**config.mk**
```make
export PLATFORM = sky130hd
export DESIGN_NAME = ccc_lock_reset_ctrl
export DESIGN_NICKNAME = d
export VERILOG_FILES = /design/src/rtl/ccc_ctrl_pkg.sv /design/src/rtl/ccc_lock_sync.sv /design/src/rtl/ccc_lock_reset_ctrl.sv
export SDC_FILE = /design/constraint.sdc
export NUM_CORES = 1
export LEC_CHECK = 0
export BUFFER_PORTS_ARGS = -buffer_cell sky130_fd_sc_hd__buf_4
export CORE_ASPECT_RATIO = 0.5
export CORE_MARGIN = 1
export CORE_UTILIZATION = 35
export CTS_CLUSTER_DIAMETER = 60
export DETAILED_ROUTE_END_ITERATION = 7
export PLACE_DENSITY_LB_ADDON = 0.25
export SLEW_MARGIN = 15
export SYNTH_ARGS = -nofsm -noshare
export SYNTH_HDL_FRONTEND = slang
export SYNTH_SLANG_ARGS = --single-unit
export TNS_END_PERCENT = 20
```
**constraint.sdc**
```tcl
create_clock -name CLK -period 1.7 [get_ports CLK]
set_clock_uncertainty 0.15 [all_clocks]
set_input_delay 0.17 -clock CLK [delete_from_list [all_inputs] [get_ports CLK]]
set_output_delay 0.17 -clock CLK [all_outputs]
set_load 0.02 [all_outputs]
```
**src/rtl/ccc_ctrl_pkg.sv**
```systemverilog
// ccc_ctrl_pkg: shared state encoding, counter widths and default timing for the CCC lock/reset sequencer
package ccc_ctrl_pkg;
    typedef enum logic [2:0] {
        ST_ARST   = 3'd0,
        ST_WAIT   = 3'd1,
        ST_STABLE = 3'd2,
        ST_RUN    = 3'd3,
        ST_FAULT  = 3'd4
    } ccc_state_e;
    localparam int RETRY_W = 2;
    localparam int LOSS_W = 8;
    localparam int DEF_ARST_CYCLES = 16;
    localparam int DEF_LOCK_TIMEOUT = 50000;
    localparam int DEF_STABLE_CYCLES = 1024;
    localparam int DEF_MAX_RETRIES = 3;
    localparam int DEF_SYNC_STAGES = 2;
    function automatic int max3(input int a, input int b, input int c);
        return (a > b) ? ((a > c) ? a : c) : ((b > c) ? b : c);
    endfunction
endpackage

```
**src/rtl/ccc_lock_sync.sv**
```systemverilog
// ccc_lock_sync: multi-flop synchronizer bringing the asynchronous PLL LOCK into the reference clock domain
module ccc_lock_sync
    import ccc_ctrl_pkg::*;
#(
    parameter int SYNC_STAGES = DEF_SYNC_STAGES
) (
    input  logic clk,
    input  logic rst,
    input  logic lock,
    output logic lk
);
    logic [SYNC_STAGES-1:0] s;
    always_ff @(posedge clk)
        s <= rst ? '0 : {s[SYNC_STAGES-2:0], lock};
    assign lk = s[SYNC_STAGES-1];
endmodule

```
**src/rtl/ccc_lock_reset_ctrl.sv**
```systemverilog
// ccc_lock_reset_ctrl: holds the PLL in reset, qualifies LOCK and releases the GL0 fabric reset, with retry/fault handling
module ccc_lock_reset_ctrl
    import ccc_ctrl_pkg::*;
#(
    parameter int ARST_CYCLES   = DEF_ARST_CYCLES,
    parameter int LOCK_TIMEOUT  = DEF_LOCK_TIMEOUT,
    parameter int STABLE_CYCLES = DEF_STABLE_CYCLES,
    parameter int MAX_RETRIES   = DEF_MAX_RETRIES,
    parameter int SYNC_STAGES   = DEF_SYNC_STAGES
) (
    input  logic               CLK,
    input  logic               RESET,
    input  logic               PLL_LOCK,
    input  logic               REQ_RELOCK,
    output logic               PLL_ARST_N,
    output logic               PLL_POWERDOWN_N,
    output logic               FABRIC_RESET_N,
    output logic               LOCKED,
    output logic               FAULT,
    output logic [RETRY_W-1:0] RETRY_CNT,
    output logic [LOSS_W-1:0]  LOSS_CNT,
    output logic [2:0]         STATE
);
    localparam int CMAX = max3(ARST_CYCLES, LOCK_TIMEOUT, STABLE_CYCLES);
    localparam int CW = (CMAX > 1) ? $clog2(CMAX) : 1;
    ccc_state_e state, nxt;
    logic [CW-1:0] cnt;
    logic [RETRY_W-1:0] retry_inc;
    logic lk, timeout, relock;
    ccc_lock_sync #(.SYNC_STAGES(SYNC_STAGES)) u_sync (
        .clk (CLK),
        .rst (RESET),
        .lock(PLL_LOCK),
        .lk  (lk)
    );
    assign retry_inc = RETRY_CNT + RETRY_W'(1);
    assign relock = REQ_RELOCK && state != ST_ARST;
    assign STATE = state;
    always_comb begin
        nxt = state;
        timeout = 1'b0;
        case (state)
            ST_ARST:   nxt = (cnt == CW'(ARST_CYCLES - 1)) ? ST_WAIT : ST_ARST;
            ST_WAIT: begin
                timeout = !relock && !lk && cnt == CW'(LOCK_TIMEOUT - 1);
                nxt = relock ? ST_ARST : lk ? ST_STABLE :
                      !timeout ? ST_WAIT :
                      (retry_inc == RETRY_W'(MAX_RETRIES)) ? ST_FAULT : ST_ARST;
            end
            ST_STABLE: nxt = relock ? ST_ARST : !lk ? ST_WAIT :
                             (cnt == CW'(STABLE_CYCLES - 1)) ? ST_RUN : ST_STABLE;
            ST_RUN:    nxt = (relock || !lk) ? ST_ARST : ST_RUN;
            ST_FAULT:  nxt = relock ? ST_ARST : ST_FAULT;
            default:   nxt = ST_ARST;
        endcase
    end
    // outputs are registered from the next state so they move on the same edge as STATE
    always_ff @(posedge CLK) begin
        if (RESET) begin
            state           <= ST_ARST;
            cnt             <= '0;
            PLL_ARST_N      <= 1'b0;
            PLL_POWERDOWN_N <= 1'b1;
            FABRIC_RESET_N  <= 1'b0;
            LOCKED          <= 1'b0;
            FAULT           <= 1'b0;
            RETRY_CNT       <= '0;
            LOSS_CNT        <= '0;
        end else begin
            state           <= nxt;
            cnt             <= (nxt != state) ? '0 : cnt + CW'(1);
            PLL_ARST_N      <= !(nxt == ST_ARST || nxt == ST_FAULT);
            PLL_POWERDOWN_N <= nxt != ST_FAULT;
            FABRIC_RESET_N  <= nxt == ST_RUN;
            LOCKED          <= nxt == ST_RUN;
            FAULT           <= nxt == ST_FAULT;
            RETRY_CNT       <= (relock || (state == ST_STABLE && nxt == ST_RUN)) ? '0 :
                               timeout ? retry_inc : RETRY_CNT;
            LOSS_CNT        <= (state == ST_RUN && !lk && LOSS_CNT != '1) ? LOSS_CNT + LOSS_W'(1) : LOSS_CNT;
        end
    end
endmodule

```
==> flow_summary_export.csv <==
group,metric,value,unit
yosys,ys.flop_type,"dfxtp_1",
worst_setup_path,reg2reg_from,"cnt[12]",
placed_design,gp_congestion,0.8279,
timing,worst_pin_slew,0.3771,ns
floorplanning,coreArea,4594,um2
yosys,ys_warn_count,0,
power,p_leak,0.8799,nW
timing,setup_violations,24,
final_layout,finalNetCount,244,
floorplanning,design.portCount,22,
cts,cts_tree,"done",
global_routing,grt.total_usage,0.1568,
final_layout,syn_to_final_growth,34.60,%
cts,clk_pin_slew,0.07,ns
cts,cts.sinks,35,
placed_design,pre_cts_slack,-0.2654,ns
yosys,syn_inst,185,
power,power,0.001496,W
cts,clock_tree.htree_level_count,2,
yosys,synth.distinct_cells,45,
yosys,synth_nets,192,
global_routing,grt_pass1_vias,1423,
final_layout,nFillCells,457,
global_routing,grt_max_degree,19,
global_routing,overflow,0,
floorplanning,die_w,101.8,um
timing,min_period,1.868,ns
detailed_routing,drt_iter0_markers,45,
final_layout,drive_above_1_share,0.3613,
timing,final-max-slew-violation-count,0,
outcome,violations,"negative setup slack",
worst_setup_path,cp-end-kind,"register",
worst_setup_path,start_kind,"register",
floorplanning,initial_utilization,0.3794,
timing,rsz0062_at_grt,"yes",
detailed_routing,drc_errors,0,
yosys,yosysSeqAreaShare,0.4020,
worst_setup_path,critPathKind,"reg -> reg",
power,pwr_density_cell,637.9,nW/um2
global_routing,grt_pass1_wl,6147,um
worst_setup_path,worstRegToRegCells,6,
timing,hold_violations,0,
yosys,synth_edf_count,0,
final_layout,diodes,0,
timing,timing.final.ws_setup,-0.1680,ns
detailed_routing,first_pass_iters,4,
worst_setup_path,startpoint,"cnt[12]",
job,maxCapViolations,0,
placed_design,dp_hpwl,2690,um
min_path,min_path_type,"in -> reg",
final_layout,fin_util,0.5106,
worst_setup_path,required,1.73,ns
yosys,synth_area_per_cell,9.421,um2
floorplanning,die_h,51.90,um
worst_setup_path,cp_data_arrival_time,1.90,ns
power,irDropWorstVdd,0.0002897,V
detailed_routing,vias,1487,
detailed_routing,ant_nets,0,
floorplanning,rows,17,
timing,whs,0.03711,ns
detailed_routing,drt-total-wl,3686,um
cts,clk_latency,0.29,ns
floorplanning,design.die.area,5283,um2
yosys,async_flop_share,0,
cts,cts-root-buf,"clkbuf_8",
min_path,worstHoldStart,"RESET",
timing,relSlewSlack,0.7463,
min_path,hold_depth,2,
yosys,synth_area,1743,um2
detailed_routing,vias_per_cell,4.891,
yosys,synth-seq-cells,35,
cts,cts_buffer_depth,2,
min_path,min_to,"u_sync.s[1]",
outcome,status,"complete, but fails checks",
cts,cts_buffers,5,
worst_setup_path,r2r-end,"cnt[3]",
global_routing,antenna_found_initial,0,
placed_design,io_buffers,21,
timing,post-route-period-util,1.099,
timing,fmax,0.5353,GHz
detailed_routing,wl_per_cell,12.13,um
worst_setup_path,r2r_slack,-0.17,ns
worst_setup_path,crit_path_max_fanout,16,
## state kept, by name, indices dropped and copies added (netlist names)
name and flops:
FAULT 1, PLL_POWERDOWN_N 1, cnt 16, LOCKED 1, LOSS_CNT 8, RETRY_CNT 2, PLL_ARST_N 1, u_sync.s 2
STATE 3
## where the power goes
group	internal [W]	leakage (nW)	switching (W)
Combinational	0.0000324	0.554	0.0000341
Sequential	0.000829	0.284	0.00000824
Clock	0.000286	0.0412	0.000307
Total	0.00115	0.880	0.000349
## per-stage QoR
| step | instances | instance area [um2] | TNS [ns] |
|---|---|---|---|
| 2_1_floorplan | 185 | 1772 | -2.131 |
| 3_3_place_gp | 293 | 2198 | -3.296 |
| 3_5_place_dp | 293 | 2198 | -4.374 |
| 4_1_cts | 304 | 2308 | -3.505 |
| 5_1_grt | 304 | 2346 | -4.575 |
| 6_report | 304 | 2346 | -3.211 |
## synth_stat cells (2+ instances only)
cell / number / area, um2
a21oi_1: 10 / 50.05
xor2_1: 10 / 87.58
clkbuf_1: 4 / 15.01
nor3_1: 2 / 10.01
nand4_1: 8 / 50.05
nor4_1: 3 / 18.77
and4_1: 2 / 17.52
xnor2_1: 12 / 105.1
a211oi_1: 2 / 15.01
ha_1: 3 / 37.54
nor2_1: 24 / 90.09
and3_1: 4 / 25.02
dfxtp_1: 35 / 700.7
nand3_1: 13 / 65.06
nand2b_1: 2 / 12.51
inv_1: 3 / 11.26
nand2_1: 7 / 26.28
nor2b_1: 4 / 25.02
a21boi_1: 2 / 15.01
a21oi_2: 10 / 87.58
## cells in the final DEF (no fill, tap or decap), types with 3 or more instances in the layout
| cell | netlist | layout |
|---|---|---|
| dfxtp_2 | 0 | 4 |
| buf_4 | 1 | 49 |
| nand2_1 | 7 | 7 |
| xnor2_1 | 12 | 12 |
| nor2b_1 | 4 | 3 |
| and3_1 | 4 | 4 |
| xor2_1 | 10 | 10 |
| a21oi_2 | 10 | 10 |
| a21oi_1 | 10 | 10 |
| dfxtp_1 | 35 | 31 |
| nor4_1 | 3 | 3 |
| nand3_1 | 13 | 12 |
| inv_1 | 3 | 3 |
| nor2_1 | 24 | 24 |
| nand4_1 | 8 | 8 |
| clkbuf_8 | 0 | 5 |
## worst max path at each step
stage	to	slack, ns	cells after the start
after floorplan	cnt[10]	-0.15	7
after global placement	PLL_POWERDOWN_N	-0.19	7
after detailed placement	RETRY_CNT[1]	-0.27	7
after CTS	cnt[3]	-0.18	6
after global routing	cnt[15]	-0.23	6
final	cnt[3]	-0.17	6
## per-layer routing
| metal | global-route usage | vias to the layer above | part of all wire |
|---|---|---|---|
| met5 | 0 | - | 0 |
| met4 | 0.08454 | 0 | 0.021 |
| met3 | 0.04839 | 9 | 0.037 |
| met2 | 0.2680 | 26 | 0.47 |
| met1 | 0.1782 | 688 | 0.48 |
| li1 | - | 764 | - |
## critical path: stages, from the launching register on
cell,delay [ns]
dfxtp_1,0.31
or4_4,0.59
nor2_8,0.15
a31oi_4,0.12
o21ai_4,0.19
buf_12,0.17
a21oi_1,0.07
## cell type report
class	count	area, um2	share of cell area
Multi-Input combinational cell	140	1044	0.4448
Clock buffer	6	72.57	0.03093
Timing Repair Buffer	52	417.9	0.1781
Tap cell	66	82.58	0.03520
Clock inverter	2	12.51	0.005333
Sequential cell	35	705.7	0.3008
Inverter	3	11.26	0.004800
## kinds of logic after synthesis
logic type               count (synthesis)  share of synthesized area
flip-flops                              35                     0.4020
adder cells (fa/ha/maj)                  3                    0.02154
AND/OR/NAND/NOR                         80                     0.2671
XOR/XNOR                                22                     0.1106
AO/OA/AOI/OAI                           34                     0.1586
multiplexers                             1                   0.005743
buffers and inverters                   10                    0.03445
## what timing repair did
action	4_1_cts	5_1_grt
endpoints found under the hold margin	1	0
pin swaps	1	0
gates resized for setup	0	6
endpoints found under the setup margin	24	28
hold buffers	1	0
buffers inserted	2	0
No activity file was read; power rests on OpenSTA's default activity.
